$ cat src/rtl/dmem_arb_pkg.sv
// Shared types and defaults for the data-memory arbiter and its read-response tracker.
package dmem_arb_pkg;

  localparam int ARB_ADDR_WIDTH       = 32;
  localparam int ARB_DATA_WIDTH       = 32;
  localparam int DEFAULT_STARVE_LIMIT = 4;
  localparam int STARVE_CNT_WIDTH     = 4;

  typedef enum logic {
    OWNER_CORE = 1'b0,
    OWNER_DMA  = 1'b1
  } owner_e;

  typedef struct packed {
    logic                      we;
    logic [ARB_ADDR_WIDTH-1:0] addr;
    logic [ARB_DATA_WIDTH-1:0] wdata;
  } mem_req_t;

endpackage

$ cat src/rtl/dmem_rsp_tracker.sv
// Two-stage {valid, owner} pipe that follows each granted read to the cycle its data
// appears on mem_rdata, and steers the read-valid strobe to the owning port.
module dmem_rsp_tracker
  import dmem_arb_pkg::*;
(
  input  logic clk,
  input  logic reset,
  input  logic issue_read,
  input  logic issue_owner,
  output logic core_rvalid,
  output logic dma_rvalid
);

  logic   s1_valid_r;
  logic   s2_valid_r;
  owner_e s1_owner_r;
  owner_e s2_owner_r;

  // Advance read ownership in lockstep with the memory command and data stages.
  always_ff @(posedge clk) begin
    if (reset) begin
      s1_valid_r <= 1'b0;
      s2_valid_r <= 1'b0;
      s1_owner_r <= OWNER_CORE;
      s2_owner_r <= OWNER_CORE;
    end else begin
      s1_valid_r <= issue_read;
      s1_owner_r <= owner_e'(issue_owner);
      s2_valid_r <= s1_valid_r;
      s2_owner_r <= s1_owner_r;
    end
  end

  assign core_rvalid = s2_valid_r & (s2_owner_r == OWNER_CORE);
  assign dma_rvalid  = s2_valid_r & (s2_owner_r == OWNER_DMA);

endmodule

$ cat src/rtl/dmem_arbiter.sv
// Shares one data memory between the core MEM stage and a DMA/debug master:
// core-priority arbitration with a starvation override, registered memory command.
module dmem_arbiter
  import dmem_arb_pkg::*;
#(
  parameter int ADDR_WIDTH   = 32,
  parameter int DATA_WIDTH   = 32,
  parameter int STARVE_LIMIT = DEFAULT_STARVE_LIMIT
) (
  input  logic                  clk,
  input  logic                  reset,
  input  logic                  core_req,
  input  logic                  core_we,
  input  logic [ADDR_WIDTH-1:0] core_addr,
  input  logic [DATA_WIDTH-1:0] core_wdata,
  output logic                  core_gnt,
  output logic                  core_stall,
  output logic                  core_rvalid,
  output logic [DATA_WIDTH-1:0] core_rdata,
  input  logic                  dma_req,
  input  logic                  dma_we,
  input  logic [ADDR_WIDTH-1:0] dma_addr,
  input  logic [DATA_WIDTH-1:0] dma_wdata,
  output logic                  dma_gnt,
  output logic                  dma_rvalid,
  output logic [DATA_WIDTH-1:0] dma_rdata,
  output logic                  mem_read,
  output logic                  mem_write,
  output logic [ADDR_WIDTH-1:0] mem_addr,
  output logic [DATA_WIDTH-1:0] mem_wdata,
  input  logic [DATA_WIDTH-1:0] mem_rdata
);

  localparam logic [STARVE_CNT_WIDTH-1:0] STARVE_MAX = STARVE_CNT_WIDTH'(STARVE_LIMIT);

  logic [STARVE_CNT_WIDTH-1:0] starve_cnt_r;
  logic                        core_win_s;
  logic                        dma_win_s;
  logic                        issue_read_s;

  // Core has priority unless DMA has been denied long enough to be forced through.
  always_comb begin
    core_win_s = 1'b0;
    dma_win_s  = 1'b0;
    if (reset) begin
      core_win_s = 1'b0;
      dma_win_s  = 1'b0;
    end else if (dma_req && (starve_cnt_r == STARVE_MAX)) begin
      dma_win_s = 1'b1;
    end else if (core_req) begin
      core_win_s = 1'b1;
    end else if (dma_req) begin
      dma_win_s = 1'b1;
    end else begin
      core_win_s = 1'b0;
      dma_win_s  = 1'b0;
    end
  end

  assign core_gnt   = core_win_s;
  assign dma_gnt    = dma_win_s;
  assign core_stall = core_req & ~core_win_s;

  // Count consecutive denied DMA cycles; any gap in the request restarts the count.
  always_ff @(posedge clk) begin
    if (reset) begin
      starve_cnt_r <= '0;
    end else if (!dma_req || dma_win_s) begin
      starve_cnt_r <= '0;
    end else if (starve_cnt_r != STARVE_MAX) begin
      starve_cnt_r <= starve_cnt_r + 4'd1;
    end else begin
      starve_cnt_r <= starve_cnt_r;
    end
  end

  // Register the winning command; address and write data hold when idle.
  always_ff @(posedge clk) begin
    if (reset) begin
      mem_read  <= 1'b0;
      mem_write <= 1'b0;
      mem_addr  <= '0;
      mem_wdata <= '0;
    end else if (core_win_s) begin
      mem_read  <= ~core_we;
      mem_write <= core_we;
      mem_addr  <= core_addr;
      mem_wdata <= core_wdata;
    end else if (dma_win_s) begin
      mem_read  <= ~dma_we;
      mem_write <= dma_we;
      mem_addr  <= dma_addr;
      mem_wdata <= dma_wdata;
    end else begin
      mem_read  <= 1'b0;
      mem_write <= 1'b0;
    end
  end

  assign issue_read_s = (core_win_s & ~core_we) | (dma_win_s & ~dma_we);

  dmem_rsp_tracker u_rsp_tracker (
    .clk         (clk),
    .reset       (reset),
    .issue_read  (issue_read_s),
    .issue_owner (dma_win_s),
    .core_rvalid (core_rvalid),
    .dma_rvalid  (dma_rvalid)
  );

  assign core_rdata = mem_rdata;
  assign dma_rdata  = mem_rdata;

endmodule

$ cat config.mk
export PLATFORM = sky130hd
export DESIGN_NAME = dmem_arbiter
export DESIGN_NICKNAME = d
export VERILOG_FILES = /design/src/rtl/dmem_arb_pkg.sv /design/src/rtl/dmem_rsp_tracker.sv /design/src/rtl/dmem_arbiter.sv
export SDC_FILE = /design/constraint.sdc
export NUM_CORES = 1
export LEC_CHECK = 0
export CAP_MARGIN = 20
export CELL_PAD_IN_SITES_DETAIL_PLACEMENT = 1
export CELL_PAD_IN_SITES_GLOBAL_PLACEMENT = 1
export CORE_MARGIN = 2
export CORE_UTILIZATION = 25
export CTS_CLUSTER_DIAMETER = 100
export DETAILED_ROUTE_END_ITERATION = 10
export PLACE_DENSITY = 0.91
export SKIP_LAST_GASP = 1
export SYNTH_ARGS = -nofsm -noshare
export SYNTH_HDL_FRONTEND = slang
export SYNTH_SLANG_ARGS = --single-unit
$ cat constraint.sdc
create_clock -name clk -period 4.6 [get_ports clk]
set_input_delay 0.69 -clock clk [delete_from_list [all_inputs] [get_ports clk]]
set_output_delay 0.69 -clock clk [all_outputs]
set_load 0.005 [all_outputs]
==> flow_metrics.py, run 1 <==
metrics = {
    "synth": {
        "yosys.area.top_type_share_pct": 36.6,
        "ys_warn_count": 0,
        "yosysUniqueCellTypes": 28,
        "synth_seq_cells": 74,
        "synth_area_leaders": "dfxtp_1 (37%), a311oi_1 (14%), buf_4 (12%), a211oi_1 (12%), o21ai_0 (8.0%)",
        "seq_area_frac_synth_pct": 36.6,
        "syn_avg_cell_area_um2": 8.32,
        "synthArstFlopShare_pct": 0,
        "ys_dominant_reg_cell": "dfxtp_1",
        "synth.largest_area_cell": "dfxtp_1",
        "syn_nets": 655,
        "synth-edff-count": 0,
        "synth_cells": 487,
        "syn_area_um2": 4050,
    },
    "drt": {
        "antenna_left": 0,
        "route.met3.wl_um": 864,
        "drc": 0,
        "avgViaCountPerCell": 5.17,
        "top_layer": "met4",
        "drtPass1Iterations": 4,
        "dr.first_iter.drc_count": 154,
        "wl_met2_um": 7360,
        "wirelength_um": 15400,
        "wl_per_cell_um": 18.9,
        "vias": 4201,
        "wl_met1_um": 6510,
    },
    "final_layout": {
        "final_cell_mix": "clkdlybuf4s50_1 (202), dfxtp_1 (74), nor2_1 (71), o21ai_0 (65)",
        "n_antenna_cell": 0,
        "drive_gt1_share_pct": 5.03,
        "final_common_cell": "clkdlybuf4s50_1",
        "stdcell_area_um2": 5970,
        "areaGrowthSynthToFinish_pct": 47.5,
        "nNetsFinal": 759,
        "fill_cells": 1876,
        "multi_input_area_um2": 1820,
        "seqCellArea_um2": 1480,
    },
    "clock_tree": {
        "clk_latency_ns": 0.33,
        "cts_buffer_depth": 2,
        "root_buffer": "clkbuf_16",
        "cts_max_level": 3,
        "postCtsSetupBuffers": 0,
        "cts_buffers": 9,
        "clkTransAtPathRegs_ns": 0.05,
        "clock-sinks": 74,
        "tritoncts": "done",
        "ctsHoldBuffers": 0,
        "cts_resized": 0,
    },
    "place": {
        "place_congestion": 0.720,
        "dp_hpwl_um": 10400,
        "io_buffers": 204,
        "place_area_um2": 5700,
    },
    "global_route": {
        "grt_pass1_wl_um": 24100,
        "antenna_found_initial": 0,
        "grt_pass1_vias": 4260,
        "grtUsageTotal_pct": 17.6,
        "grt_overflow": 0,
        "grt_max_degree": 72,
    },
    "timing": {
        "slew_headroom_pct": 27.7,
        "final.min_clock_period_ns": 3.04,
        "fin_tns_setup_ns": 0,
        "fin_hold_ws_ns": 0.445,
        "finalClockSkew_ns": 0.00750,
        "fin_crit_sh_pct": 66.2,
        "setup_viol": 0,
        "tightest_slew_ns": 1.08,
        "rsz0062_at_grt": "no",
        "final-hold-violation-count": 0,
        "slew_viol_final": 0,
        "fmax_ghz": 0.329,
    },
    "worst_setup_path": {
        "startpoint_type": "primary input",
        "cp-end-kind": "output pin",
        "crit_fanout": 39,
        "required_ns": 3.91,
        "critPathArrivalTime_ns": 2.35,
        "path_class": "in2out",
    },
    "outcome": {
        "outcome": "completed",
    },
    "power": {
        "p_switching_mw": 0.461,
        "p_clk_share_pct": 37.5,
        "p_int_mw": 1.30,
        "p_leak_nw": 2.03,
        "switching_share_pct": 26.1,
        "seq_power_share_pct": 40.4,
        "power.density_nw_per_um2": 295,
        "power_frac_comb_pct": 22.0,
        "peakVddDrop_v": 0.000168,
    },
    "floorplanning": {
        "num_rows": 46,
        "ios": 301,
        "dieArea_um2": 17200,
        "core_area_um2": 15900,
        "die_w_um": 131,
        "die_h_um": 131,
        "start_util_pct": 25.5,
    },
    "run": {
        "maxCapViolCount": 0,
    },
    "worst_hold_path": {
        "hold_path.class": "reg2reg",
    },
}
final timing paths:
check	start	endpoint	slack (ns)	depth (start not counted)
max	core_req	dma_gnt	1.56	6
min	u_rsp_tracker.s1_valid_r$_SDFF_PP0_	u_rsp_tracker.s2_valid_r$_SDFF_PP0_	0.44	1
max reg2reg	starve_cnt_r[0]$_SDFFE_PP0P_	mem_wdata[20]$_SDFFE_PP0P_	2.47	7
min reg2reg	u_rsp_tracker.s1_valid_r$_SDFF_PP0_	u_rsp_tracker.s2_valid_r$_SDFF_PP0_	0.44	1
cell families after synthesis:
logic type	after synthesis	synth area share, %
AOI/OAI and AO/OA	198	34.7
buffers and inverters	126	18.7
and+or+nand+nor	85	8.93
DFF	74	36.6
adders and majority gates	2	0.618
xor gates and xnor gates	1	0.216
muxes	1	0.247
sequential cells by signal, indices dropped and copies added, names as in the netlist:
| signal | flops |
|---|---|
| mem_addr | 32 |
| mem_read | 1 |
| mem_wdata | 32 |
| mem_write | 1 |
| starve_cnt_r | 4 |
| u_rsp_tracker.s1_owner_r | 1 |
| u_rsp_tracker.s1_valid_r | 1 |
| u_rsp_tracker.s2_owner_r | 1 |
| u_rsp_tracker.s2_valid_r | 1 |
routing by layer:
| layer | up-vias | global-route usage, % |
|---|---|---|
| met5 | - | 0 |
| met1 | 2016 | 20.9 |
| met4 | 0 | 9.54 |
| met3 | 51 | 3.51 |
| met2 | 173 | 29.9 |
| li1 | 1961 | - |
per-stage QoR:
stage / total power [mW] / setup slack, ns / util, % / cells
6_report: 1.76 / 1.56 / 37.6 / 812
5_1_grt: 1.86 / 1.48 / 37.6 / 812
4_1_cts: 1.80 / 1.58 / 37.6 / 812
3_5_place_dp: 1.12 / 1.58 / 35.9 / 796
3_3_place_gp: 1.11 / 1.60 / 35.9 / 796
2_1_floorplan: 0.915 / 2.48 / - / 487
synth_stat cells, types with 2 or more instances:
library cell	count
dfxtp_1	74
nor2_1	71
buf_4	67
o21ai_0	65
a211oi_1	64
a311oi_1	64
clkbuf_1	27
buf_2	24
inv_1	5
nor2b_1	4
clkbuf_2	2
ha_1	2
nand3_1	2
o32ai_1	2
layout make-up:
class	count	share of cell area [%]
clock buffers	12	4.13
clock inverters	4	0.461
inverters	5	0.314
multi-input cells	287	30.5
flip-flops and latches	74	24.8
well taps	216	4.52
repair buffers	214	35.3
power by group through the flow:
stage / clock network, mW / registers, mW / logic (mW)
2_1_floorplan: 0 / 0.730 / 0.185
3_3_place_gp: 0 / 0.727 / 0.381
3_5_place_dp: 0 / 0.728 / 0.390
4_1_cts: 0.695 / 0.714 / 0.392
5_1_grt: 0.720 / 0.720 / 0.422
6_report: 0.662 / 0.714 / 0.389
critical path, cell delays in order:
cell,delay (ns)
buf_2,0.10
buf_4,0.41
inv_1,0.18
o21ai_0,0.39
inv_1,0.07
clkdlybuf4s50_1,0.45
No activity file was read; power rests on OpenSTA's default activity.
==> run 2, diff against run 1 <==
- CORE_UTILIZATION: 25 -> 23
- PLACE_DENSITY: 0.91 -> 0.85
- clock period: 4.6 -> 3 ns (I/O delays scaled with it)
==> flow_metrics.py, run 2 (synthesis results as in run 1) <==
metrics = {
    "clock_tree": {
        "cts_max_level": 3,
        "clk_latency_ns": 0.33,
        "root_buffer": "clkbuf_16",
        "clkTransAtPathRegs_ns": 0.06,
        "postCtsSetupBuffers": 0,
        "ctsHoldBuffers": 0,
        "cts_resized": 0,
        "clock-sinks": 74,
        "tritoncts": "done",
        "cts_buffer_depth": 2,
        "cts_buffers": 9,
    },
    "worst_setup_path": {
        "reg2reg_setup_slack_ns": 1.02,
        "cp-end-kind": "output pin",
        "required_ns": 2.55,
        "reg2reg_depth": 6,
        "crit_path_start": "dma_req",
        "crit_fanout": 6,
        "timing.rr.end": "mem_addr[1]$_SDFFE_PP0P_",
        "startpoint_type": "primary input",
        "path_class": "in2out",
        "crit_path_end": "dma_gnt",
        "reg2reg_from": "starve_cnt_r[0]$_SDFFE_PP0P_",
        "critPathArrivalTime_ns": 2.11,
    },
    "timing": {
        "slew_headroom_pct": 54.2,
        "finalClockSkew_ns": 0.00630,
        "final.min_clock_period_ns": 2.56,
        "final-hold-violation-count": 0,
        "fin_tns_setup_ns": 0,
        "fmax_ghz": 0.391,
        "slew_viol_final": 0,
        "rsz0062_at_grt": "no",
        "setup_viol": 0,
        "fin_crit_sh_pct": 85.4,
        "tightest_slew_ns": 0.687,
    },
    "floorplanning": {
        "ios": 301,
        "die_h_um": 137,
        "num_rows": 48,
        "dieArea_um2": 18700,
        "die_w_um": 137,
        "start_util_pct": 23.5,
        "core_area_um2": 17200,
    },
    "drt": {
        "drc": 0,
        "dr.first_iter.drc_count": 134,
        "avgViaCountPerCell": 5.06,
        "vias": 4161,
        "wl_per_cell_um": 18.9,
        "drtPass1Iterations": 4,
        "antenna_left": 0,
        "wirelength_um": 15500,
    },
    "place": {
        "dp_hpwl_um": 10500,
        "place_congestion": 0.762,
        "io_buffers": 204,
        "place_area_um2": 5760,
        "dp.cells": 806,
    },
    "global_route": {
        "grt_pass1_vias": 4182,
        "grt_overflow": 0,
        "grt_max_degree": 112,
        "grt_pass1_wl_um": 23000,
        "grtUsageTotal_pct": 16.0,
        "antenna_found_initial": 0,
    },
    "final_layout": {
        "largestRegisters": "mem_addr x32, mem_wdata x32, starve_cnt_r x4",
        "stdcell_area_um2": 6060,
        "final_cell_mix": "clkdlybuf4s50_1 (202), dfxtp_1 (74), nor2_1 (71), o21ai_0 (65)",
        "areaGrowthSynthToFinish_pct": 49.7,
        "drive_gt1_share_pct": 5.36,
        "n_antenna_cell": 0,
        "fin_cells": 822,
        "nNetsFinal": 760,
        "final_common_cell": "clkdlybuf4s50_1",
    },
    "worst_hold_path": {
        "hold_path.class": "reg2reg",
    },
    "power": {
        "finalPower_mw": 2.82,
        "peakVddDrop_v": 0.000234,
        "power.density_nw_per_um2": 465,
        "p_leak_nw": 2.06,
    },
    "outcome": {
        "outcome": "completed",
    },
    "run": {
        "maxCapViolCount": 0,
    },
}
## run 2: cell types whose count changed in the layout (fill, tap and decap cells not counted)
cell and delta:
buf_12 +3, buf_4 -2, bufinv_16 +1, clkbuf_1 -1
clkbuf_8 +1, clkinv_2 -1, clkinv_4 -2, clkinvlp_4 +2
## run 2: layer usage
layer	global-route usage [%]	wire, um
met5	0	0
met4	7.99	464
met3	3.26	943
met2	29.1	7750
met1	17.7	6370
## run 2: worst min path at each step
stage | startpoint | endpoint | slack [ns] | cells past startpoint
5_1_grt | u_rsp_tracker.s1_owner_r$_SDFF_PP0_ | u_rsp_tracker.s2_owner_r$_SDFF_PP0_ | 0.47 | 1
3_3_place_gp | u_rsp_tracker.s1_valid_r$_SDFF_PP0_ | u_rsp_tracker.s2_valid_r$_SDFF_PP0_ | 0.44 | 1
6_report | u_rsp_tracker.s1_valid_r$_SDFF_PP0_ | u_rsp_tracker.s2_valid_r$_SDFF_PP0_ | 0.46 | 1
3_5_place_dp | u_rsp_tracker.s1_owner_r$_SDFF_PP0_ | u_rsp_tracker.s2_owner_r$_SDFF_PP0_ | 0.44 | 1
4_1_cts | u_rsp_tracker.s1_owner_r$_SDFF_PP0_ | u_rsp_tracker.s2_owner_r$_SDFF_PP0_ | 0.46 | 1
2_1_floorplan | u_rsp_tracker.s1_owner_r$_SDFF_PP0_ | u_rsp_tracker.s2_owner_r$_SDFF_PP0_ | 0.41 | 1
## run 2: layout make-up
cell class	instances	area [um^2]
Clock buffer	12	256
Clock inverter	4	50.0
Fill cell	2011	11200
Inverter	5	18.8
Multi-Input combinational cell	287	1820
Sequential cell	74	1480
Tap cell	225	282
Timing Repair Buffer	215	2150
## run 2: metrics by stage
step | worst slack, ns | utilization [%] | hold slack [ns]
2_1_floorplan | 1.20 | - | 0.414
3_3_place_gp | 0.482 | 33.4 | 0.438
3_5_place_dp | 0.456 | 33.4 | 0.442
4_1_cts | 0.426 | 35.2 | 0.459
5_1_grt | 0.222 | 35.2 | 0.474
6_report | 0.439 | 35.2 | 0.462
## run 2: power breakdown
part	leakage [nW]	switching (mW)	internal (mW)
Sequential	0.613	0.0377	1.06
Combinational	1.30	0.237	0.363
Clock	0.145	0.438	0.689
## run 2: critical path, cell delays in order
cell             delay [ns]
clkdlybuf4s50_1        0.61
nor2b_1                0.25
o21ai_0                0.21
inv_1                  0.09
clkdlybuf4s50_1        0.49
==> run 3, diff against run 2 <==
- SKIP_CTS_REPAIR_TIMING: unset -> 1
- SLEW_MARGIN: unset -> 20
==> results of run 3 <==
No change in the layout: final DEF, timing and power equal those of run 2.
